--- src/rtl/fir_xifu_id_tracker.sv ---
// Per-ID issue/commit/kill lifecycle tracker with outstanding limit.
// Optional sticky protocol-error flag: FIR_XIFU_ID_TRACKER_ERR_EN.
module fir_xifu_id_tracker #(
  parameter int unsigned X_ID_WIDTH      = 4,
  parameter int unsigned MAX_OUTSTANDING = 2**X_ID_WIDTH
) (
  input  logic                       clk_i,
  input  logic                       rst_ni,
  input  logic                       issue_valid_i,
  input  logic [X_ID_WIDTH-1:0]      issue_id_i,
  output logic                       issue_ready_o,
  input  logic                       commit_valid_i,
  input  logic [X_ID_WIDTH-1:0]      commit_id_i,
  input  logic                       commit_kill_i,
  input  logic [2**X_ID_WIDTH-1:0]   clear_i,
  output logic [2**X_ID_WIDTH-1:0]   issued_o,
  output logic [2**X_ID_WIDTH-1:0]   committed_o,
  output logic [2**X_ID_WIDTH-1:0]   killed_o,
  output logic [X_ID_WIDTH:0]        outstanding_o,
  output logic                       empty_o,
  output logic                       full_o,
  output logic                       err_o
);

  localparam int unsigned X_ID_MAX = 2**X_ID_WIDTH;
  localparam logic [X_ID_WIDTH:0] MAX_CNT =
    (X_ID_WIDTH+1)'(MAX_OUTSTANDING);
  localparam logic [X_ID_WIDTH+1:0] MAX_W =
    (X_ID_WIDTH+2)'(MAX_OUTSTANDING);

  if (MAX_OUTSTANDING < 1 || MAX_OUTSTANDING > X_ID_MAX) begin : g_bad_cfg
    $error("MAX_OUTSTANDING out of range 1..2**X_ID_WIDTH");
  end

  typedef enum logic [1:0] {
    FREE      = 2'b00,
    ISSUED    = 2'b01,
    COMMITTED = 2'b10,
    KILLED    = 2'b11
  } id_state_e;

  id_state_e           st_q [X_ID_MAX];
  id_state_e           st_d [X_ID_MAX];
  logic [X_ID_WIDTH:0] cnt_q, cnt_d;
  logic [X_ID_WIDTH:0] n_clr;
  logic [X_ID_WIDTH+1:0] sum, diff;
  logic                accept;
  logic                commit_hit;
  logic                bad_commit, bad_clear;

  // Ready looks only at pre-update state, so a same-cycle clear never frees a slot
  assign full_o        = (cnt_q == MAX_CNT);
  assign empty_o       = (cnt_q == '0);
  assign outstanding_o = cnt_q;
  assign issue_ready_o = !full_o && (st_q[issue_id_i] == FREE);
  assign accept        = issue_valid_i && issue_ready_o;

  always_comb begin
    st_d       = st_q;
    n_clr      = '0;
    bad_commit = 1'b0;
    bad_clear  = 1'b0;
    commit_hit = 1'b0;
    for (int i = 0; i < X_ID_MAX; i++) begin
      commit_hit = commit_valid_i &&
                   (commit_id_i == X_ID_WIDTH'(i));
      unique case (st_q[i])
        FREE: begin
          if (accept && issue_id_i == X_ID_WIDTH'(i))
            st_d[i] = ISSUED;
          if (commit_hit) bad_commit = 1'b1;
          if (clear_i[i]) bad_clear = 1'b1;
        end
        ISSUED: begin
          if (commit_hit)
            st_d[i] = commit_kill_i ? KILLED : COMMITTED;
          if (clear_i[i]) bad_clear = 1'b1;
        end
        COMMITTED, KILLED: begin
          if (commit_hit) bad_commit = 1'b1;
          if (clear_i[i]) begin
            st_d[i] = FREE;
            n_clr   = n_clr + (X_ID_WIDTH+1)'(1);
          end
        end
      endcase
    end
  end

  always_comb begin
    sum  = {1'b0, cnt_q} + (X_ID_WIDTH+2)'(accept);
    diff = '0;
    if (sum < {1'b0, n_clr}) begin
      cnt_d = '0;
    end else begin
      diff  = sum - {1'b0, n_clr};
      cnt_d = (diff > MAX_W) ? MAX_CNT : diff[X_ID_WIDTH:0];
    end
  end

  always_ff @(posedge clk_i) begin
    if (!rst_ni) begin
      for (int i = 0; i < X_ID_MAX; i++) st_q[i] <= FREE;
      cnt_q <= '0;
    end else begin
      for (int i = 0; i < X_ID_MAX; i++) st_q[i] <= st_d[i];
      cnt_q <= cnt_d;
    end
  end

  always_comb begin
    for (int i = 0; i < X_ID_MAX; i++) begin
      issued_o[i]    = (st_q[i] == ISSUED);
      committed_o[i] = (st_q[i] == COMMITTED);
      killed_o[i]    = (st_q[i] == KILLED);
    end
  end

`ifdef FIR_XIFU_ID_TRACKER_ERR_EN
  logic err_q;

  always_ff @(posedge clk_i) begin
    if (!rst_ni) err_q <= 1'b0;
    else         err_q <= err_q | bad_commit | bad_clear;
  end

  assign err_o = err_q;
`else
  logic unused_err;
  assign unused_err = bad_commit | bad_clear;
  assign err_o      = 1'b0;
`endif

endmodule
--- config.mk ---
export PLATFORM = sky130hd
export DESIGN_NAME = fir_xifu_id_tracker
export DESIGN_NICKNAME = d
export VERILOG_FILES = /design/src/rtl/fir_xifu_id_tracker.sv
export SDC_FILE = /design/constraint.sdc
export NUM_CORES = 1
export LEC_CHECK = 0
export BUFFER_PORTS_ARGS = -buffer_cell sky130_fd_sc_hd__buf_2
export CORE_ASPECT_RATIO = 0.8
export CORE_MARGIN = 2
export CORE_UTILIZATION = 30
export DETAILED_ROUTE_END_ITERATION = 7
export GPL_TIMING_DRIVEN = 0
export HOLD_SLACK_MARGIN = 0.06
export PLACE_DENSITY = 0.55
export SLEW_MARGIN = 20
export SYNTH_ARGS = -nofsm -noshare
export SYNTH_HDL_FRONTEND = slang
export SYNTH_SLANG_ARGS = --single-unit
export TNS_END_PERCENT = 100
--- constraint.sdc ---
create_clock -name clk_i -period 27.7 [get_ports clk_i]
set_input_delay 2.77 -clock clk_i [delete_from_list [all_inputs] [get_ports clk_i]]
set_output_delay 2.77 -clock clk_i [all_outputs]
set_load 0.01 [all_outputs]
# Yosys cells after proc, flatten, opt, wreduce, memory -nomap -nowiden
# Cells that the tools add are included.
[totals]
reg_bits = 37
input_bits = 29
output_inout_bits = 57
word_cells = 357
[classes]
n_addsub = 17
n_lt_le_gt_ge = 3
n_eq_ne = 127
n_mux = 101
n_bitwise = 2
reduce_logical = 89
[ops]
columns = ["cell", "n"]
rows = [
  ["5-bit 2-to-1 mux", 31],
  ["2-bit 2-to-1 mux", 50],
  ["2-bit one-hot mux with 3 select lines", 16],
  ["5-bit by 1-bit adder with 5-bit output, second input constant", 15],
  ["2-bit equality test, second input constant", 32],
  ["4-bit equality test, second input constant", 16],
  ["2-bit != test, second input constant", 32],
  ["3-bit AND reduction", 16],
  ["1-bit logical AND", 34],
  ["2-bit zero test", 17],
  ["2-bit OR reduction", 17],
  ["2-bit by 1-bit equality test with 1-bit output, second input constant", 16],
  ["4-bit by 3-bit equality test with 1-bit output, second input constant", 8],
  ["2-bit by 1-bit != test with 1-bit output, second input constant", 16],
  ["4-bit by 2-bit equality test with 1-bit output, second input constant", 4],
  ["2-bit binary-select mux with 4-bit select", 1],
  ["4-bit by 1-bit equality test with 1-bit output, second input constant", 2],
  ["4-bit zero test", 2],
  ["5-bit by 1-bit adder with 6-bit output", 1],
  ["6-bit by 5-bit > comparator with 1-bit output, second input constant", 1],
  ["6-bit by 5-bit less-than comparator with 1-bit output", 1],
  ["6-bit by 5-bit subtractor with 6-bit output", 1],
  ["5-bit equality test, second input constant", 1],
  ["5-bit greater-or-equal comparator, second input constant", 1],
  ["6 further kinds", 8],
]

# Longest topological paths before layout
[logic_depth]
ltp_word = 51
depth_mapped = 50
mapped_depth_nobuf = 50

# Worst setup path before layout
# Ideal clock, no wire load.
[synth_timing]
path_type = "in2reg"
startpoint = "input clear_i[0]"
endpoint = "register cnt_q[4] (netlist: outstanding_o[4])"
setup_ps = 118
arrival_ps = 11346
t_required_ps = 27582
path_slack_ps = 16236
cell_stages = 48
n_path_buf = 0
cell_sequence = "inv_1 -> nor2_1 -> ha_1 -> nand2_2 -> nand2_2 -> ha_1 -> a21oi_1 -> nor3_1 -> a221o_1 -> ha_1 -> nor2_1 -> a221oi_1 -> xnor3_1 -> nor2_1 -> a21oi_1 -> ha_1 -> xnor2_1 -> o221ai_1 -> (+12 left out) -> ha_1 -> nand2_1 -> a21bo_2 -> ha_1 -> o21ai_1 -> a21oi_1 -> ha_1 -> mux2_2 -> ha_1 -> mux2i_1 -> ha_1 -> a21o_1 -> a21o_1 -> a21o_1 -> a21oi_1 -> xor2_1 -> a21oi_1 -> o2111a_1"
[synth_via]
elab_chain_cells = 50
word_cells_on_any_way = 52
cone_classes = "add/sub: 16; order compare: 2; mux: 33; reduce/logical: 1"
[synth_lines]
columns = ["item", "line", "source"]
rows = [
  ["start, declared", "15", "input logic [2**X_ID_WIDTH-1:0] clear_i,"],
  ["1-bit 2-to-1 mux *", "81", "if (clear_i[i]) begin"],
  ["1-bit 2-to-1 mux *", "67", "unique case (st_q[i])"],
  ["5-bit by 1-bit adder with 5-bit output", "83", "n_clr = n_clr + (X_ID_WIDTH+1)'(1);"],
  ["5-bit 2-to-1 mux", "81", ""],
  ["5-bit 2-to-1 mux *", "67", ""],
  ["5-bit by 1-bit adder with 5-bit output", "83", ""],
  ["5-bit 2-to-1 mux", "81", ""],
  ["5-bit 2-to-1 mux *", "67", ""],
  ["(+34 left out)", "--", ""],
  ["5-bit 2-to-1 mux", "81", ""],
  ["5-bit 2-to-1 mux *", "67", ""],
  ["5-bit by 1-bit adder with 5-bit output", "83", ""],
  ["5-bit 2-to-1 mux", "81", ""],
  ["5-bit 2-to-1 mux *", "67", ""],
  ["6-bit by 5-bit subtractor with 6-bit output", "96", "diff = sum - {1'b0, n_clr};"],
  ["6-bit by 5-bit > comparator with 1-bit output", "97", "cnt_d = (diff > MAX_W) ? MAX_CNT : diff[X_ID_WIDTH:0];"],
  ["5-bit 2-to-1 mux", "97", ""],
  ["end signal, assigned", "107", "cnt_q <= cnt_d;"],
  ["end, declared", "44", "logic [X_ID_WIDTH:0] cnt_q, cnt_d;"],
]
# Every way passes the cells marked *; elsewhere a longest branch is shown, timed or not.
# A chain may end at the register's enable or synchronous reset.

# Final worst setup path
[layout_timing]
startpoint = "input clear_i[0]"
endpoint = "register cnt_q[0] (netlist: outstanding_o[0])"
[layout_via]
elab_chain_cells = 50
word_cells_on_any_way = 51
cone_classes = "add/sub: 16; order compare: 2; mux: 32; reduce/logical: 1"
[layout_lines]
columns = ["item", "line"]
rows = [
  ["1-bit 2-to-1 mux *", "81"],
  ["1-bit 2-to-1 mux *", "67"],
  ["5-bit by 1-bit adder with 5-bit output", "83"],
  ["5-bit 2-to-1 mux", "81"],
  ["5-bit 2-to-1 mux *", "67"],
  ["5-bit by 1-bit adder with 5-bit output", "83"],
  ["5-bit 2-to-1 mux", "81"],
  ["5-bit 2-to-1 mux *", "67"],
  ["(+34 left out)", "--"],
  ["5-bit 2-to-1 mux", "81"],
  ["5-bit 2-to-1 mux *", "67"],
  ["5-bit by 1-bit adder with 5-bit output", "83"],
  ["5-bit 2-to-1 mux", "81"],
  ["5-bit 2-to-1 mux *", "67"],
  ["6-bit by 5-bit subtractor with 6-bit output", "96"],
  ["6-bit by 5-bit > comparator with 1-bit output", "97"],
  ["3-bit OR reduction (no source line)", "--"],
]
# Marks and branches as above.

==> summary.txt <==
status - completed
RSZ-0062 raised after global routing - no
Total GRT Usage - 0.1775
hold path depth - 2
Crit Reg-Reg Endpoint - outstanding_o[0]
Achievable Freq - 78.93 MHz
CTS Root Cell - clkbuf_16
synth top area cells - dfxtp_1 (16%), nor2b_1 (6.9%), xnor2_1 (6.1%)
setup tns final - 0 ns
top-count cell post-synth - nand2_1
post-synthesis simple-gate area fraction - 0.3362
CTS buffer count - 5
hold_buf cts - 0
Worst-path clk slew - 0.06 ns
Vert. Die Dim - 116.4 um
kind of critical path - input port to flip-flop
crit end category - flip-flop
post-CTS setup buffers - 0
Max clock buf depth - 2
FP Rows - 41
Reg2Reg Setup Slack - 17.10 ns
Rel. slew slack - 0.5236
Synth Area in XOR/XNOR - 0.1451
grt total ovfl - 0
DRT Pass-1 Iters - 4
crit-path most repeated cell - ha_1
CP max-delay cell - a221oi_1
largest area contributor in the netlist - dfxtp_1
hpwl dp - 11860 um
largest net degree at the start of global routing - 11
R2R Path Start - st_q[31]
ys async rst share - 0
DR vias/cell - 5.053
pin slew with the least headroom to its limit - 0.7095 ns
CP Launch Type - input port
Final period util - 0.4574
Syn Nets - 699
share of layout cells above drive strength 1 - 0.1889
Top FF cell, synth - dfxtp_1
die width - 144.5 um
max incr delay on CP - 0.44 ns
Power Density - 30.27 mW/mm^2
final hold vios - 0
Adder-Cell Fraction of Synth Area - 0.06184
IO buf count - 81
synthesized flop and latch total - 37
HP Start - st_q[17]
proportion of synthesized area in mux cells - 0.01084
R2R cell count - 49
post-cts sizing count - 0
htree depth - 2
Initial Utilization - 0.3036
WL final - 14910 um
min Tclk post-route - 12.67 ns
Slew Limit Fails - 0
Compound-Gate Fraction of Synth Area - 0.2207
class of the worst hold path - flip-flop to flip-flop
endpoints failing setup - 0
YS warnings - 0
final net count - 787
Clock Skew - 0.004594 ns
synthesized instance count - 648
Peak supply drop - 0.00001863 V
CTS tree - built
core footprint - 0.01560 mm^2
gpl congestion - 0.8415
Final ANT Viol Nets - 0
Min-Delay Endpoint - st_q[17]
antenna violations before repair - 0
Netlist cell types - 75
Post-synth EDFFs - 0
syn_area_per_cell - 7.306 um^2
Iter 0 DRT Violations - 328
Worst Path Required - 27.92 ns
final cell count without fillers - 951
Post-Place Cells - 944
first-pass GRT wire length - 23570 um
Final Util - 0.3560
DRC Markers - 0
Ports - 86
wire per inst - 15.67 um
vias in the first global route - 4377
Leak Pwr - 2.472 nW
area grow syn2layout - 17.26%
crit path max fanout - 5
max cap viols - 0
vias - 4805
Commonest cells post-synth - nand2_1 (69), nor2b_1 (52), nor2_1 (51)
sequential element share of the synthesized area - 0.1564
Synth top area share - 0.1564
n_diodes - 0
largest family of logic cells by synthesized area - simple AND/OR/NAND/NOR gates
worst skew pair latency - 0.28 ns
Critical Path AT - 12.89 ns
Sink Count - 37
Die Footprint - 0.01681 mm^2
Netlist Area Pre-Place - 0.004735 mm^2
routing by layer:
metal,global-route usage,share of wire,vias up
li1,-,-,2466
met1,0.2702,0.52,2188
met2,0.2701,0.42,143
met3,0.02296,0.062,8
met4,0.02977,0.0063,0
met5,0,0,-
critical path, delay by kind of cell:
| kind | cells | cell delay (ns) |
|---|---|---|
| multiplexers | 2 | 0.55 |
| AO/OA/AOI/OAI | 16 | 3.13 |
| AND/OR/NAND/NOR | 12 | 1.57 |
| adder cells (fa/ha/maj) | 11 | 3.21 |
| buffers and inverters | 3 | 0.31 |
| XOR/XNOR | 6 | 1.33 |
cells by family after synthesis:
group                    count (synthesis)
multiplexers                             5
AND/OR/NAND/NOR                        303
buffers and inverters                   64
AO/OA/AOI/OAI                          153
other                                    1
XOR/XNOR                                62
flip-flops                              37
adder cells (fa/ha/maj)                 23
report_power, final:
| group | total, mW | switching (mW) | internal [mW] |
|---|---|---|---|
| Combinational | 0.0516 | 0.0298 | 0.0218 |
| Clock | 0.0569 | 0.0215 | 0.0353 |
| Sequential | 0.0596 | 0.00358 | 0.0560 |
| Total | 0.168 | 0.0549 | 0.113 |
cell usage in the layout (no fill, tap or decap), types with 3 or more instances in the layout:
cell type,count
clkbuf_1,19
and2_1,35
mux2i_1,4
a2111oi_0,5
a31oi_1,9
and3b_1,3
o21a_1,7
nor3_1,21
nand4_1,3
a21oi_1,38
inv_1,18
xnor2_1,33
and4_1,3
a211oi_1,11
a21o_1,7
nand2b_1,3
o21ai_1,6
a311oi_1,3
xor2_1,16
o311a_1,4
o31ai_1,4
nor4_1,6
nand2_1,69
buf_2,89
clkbuf_16,5
o22ai_1,11
buf_4,18
o211ai_1,5
nand3_1,24
nor2_1,51
dfxtp_1,37
nor2b_1,52
xnor2_2,6
and3_1,10
ha_1,21
or3_1,5
xnor3_2,3
o21ai_0,20
nor4b_1,4
flip-flops by register name, summed over array words and instances (netlist names):
signal,cells
outstanding_o,5
st_q,32
how the worst max path moves through the flow:
stage	cells past startpoint	startpoint	slack, ns	endpoint
finish	50	clear_i[0]	15.03	outstanding_o[0]
global route	50	clear_i[0]	14.08	outstanding_o[0]
CTS	50	clear_i[0]	15.05	outstanding_o[0]
detailed placement	50	clear_i[0]	14.84	outstanding_o[0]
global placement	50	clear_i[0]	14.82	outstanding_o[0]
floorplan	48	clear_i[0]	16.24	outstanding_o[4]
area by class of cell:
class | instances | area (um^2)
multi-input combinational | 547 | 3671
clock buffer | 7 | 142.6
inverter | 19 | 76.32
buffer | 45 | 246.5
tap | 215 | 269.0
sequential | 37 | 740.7
fill | 1703 | 10040
timing repair buffer | 81 | 405.4
per-stage QoR:
step	area, um^2	power, mW	worst slack, ns	hold WS [ns]
floorplan	4735	0.09296	16.24	0.5053
global placement	5409	0.1118	14.82	0.5465
detailed placement	5409	0.1111	14.84	0.5450
CTS	5552	0.1675	15.05	0.5564
global route	5552	0.1763	14.08	0.6057
finish	5552	0.1681	15.03	0.5539
(Power assumes the default switching activity.)
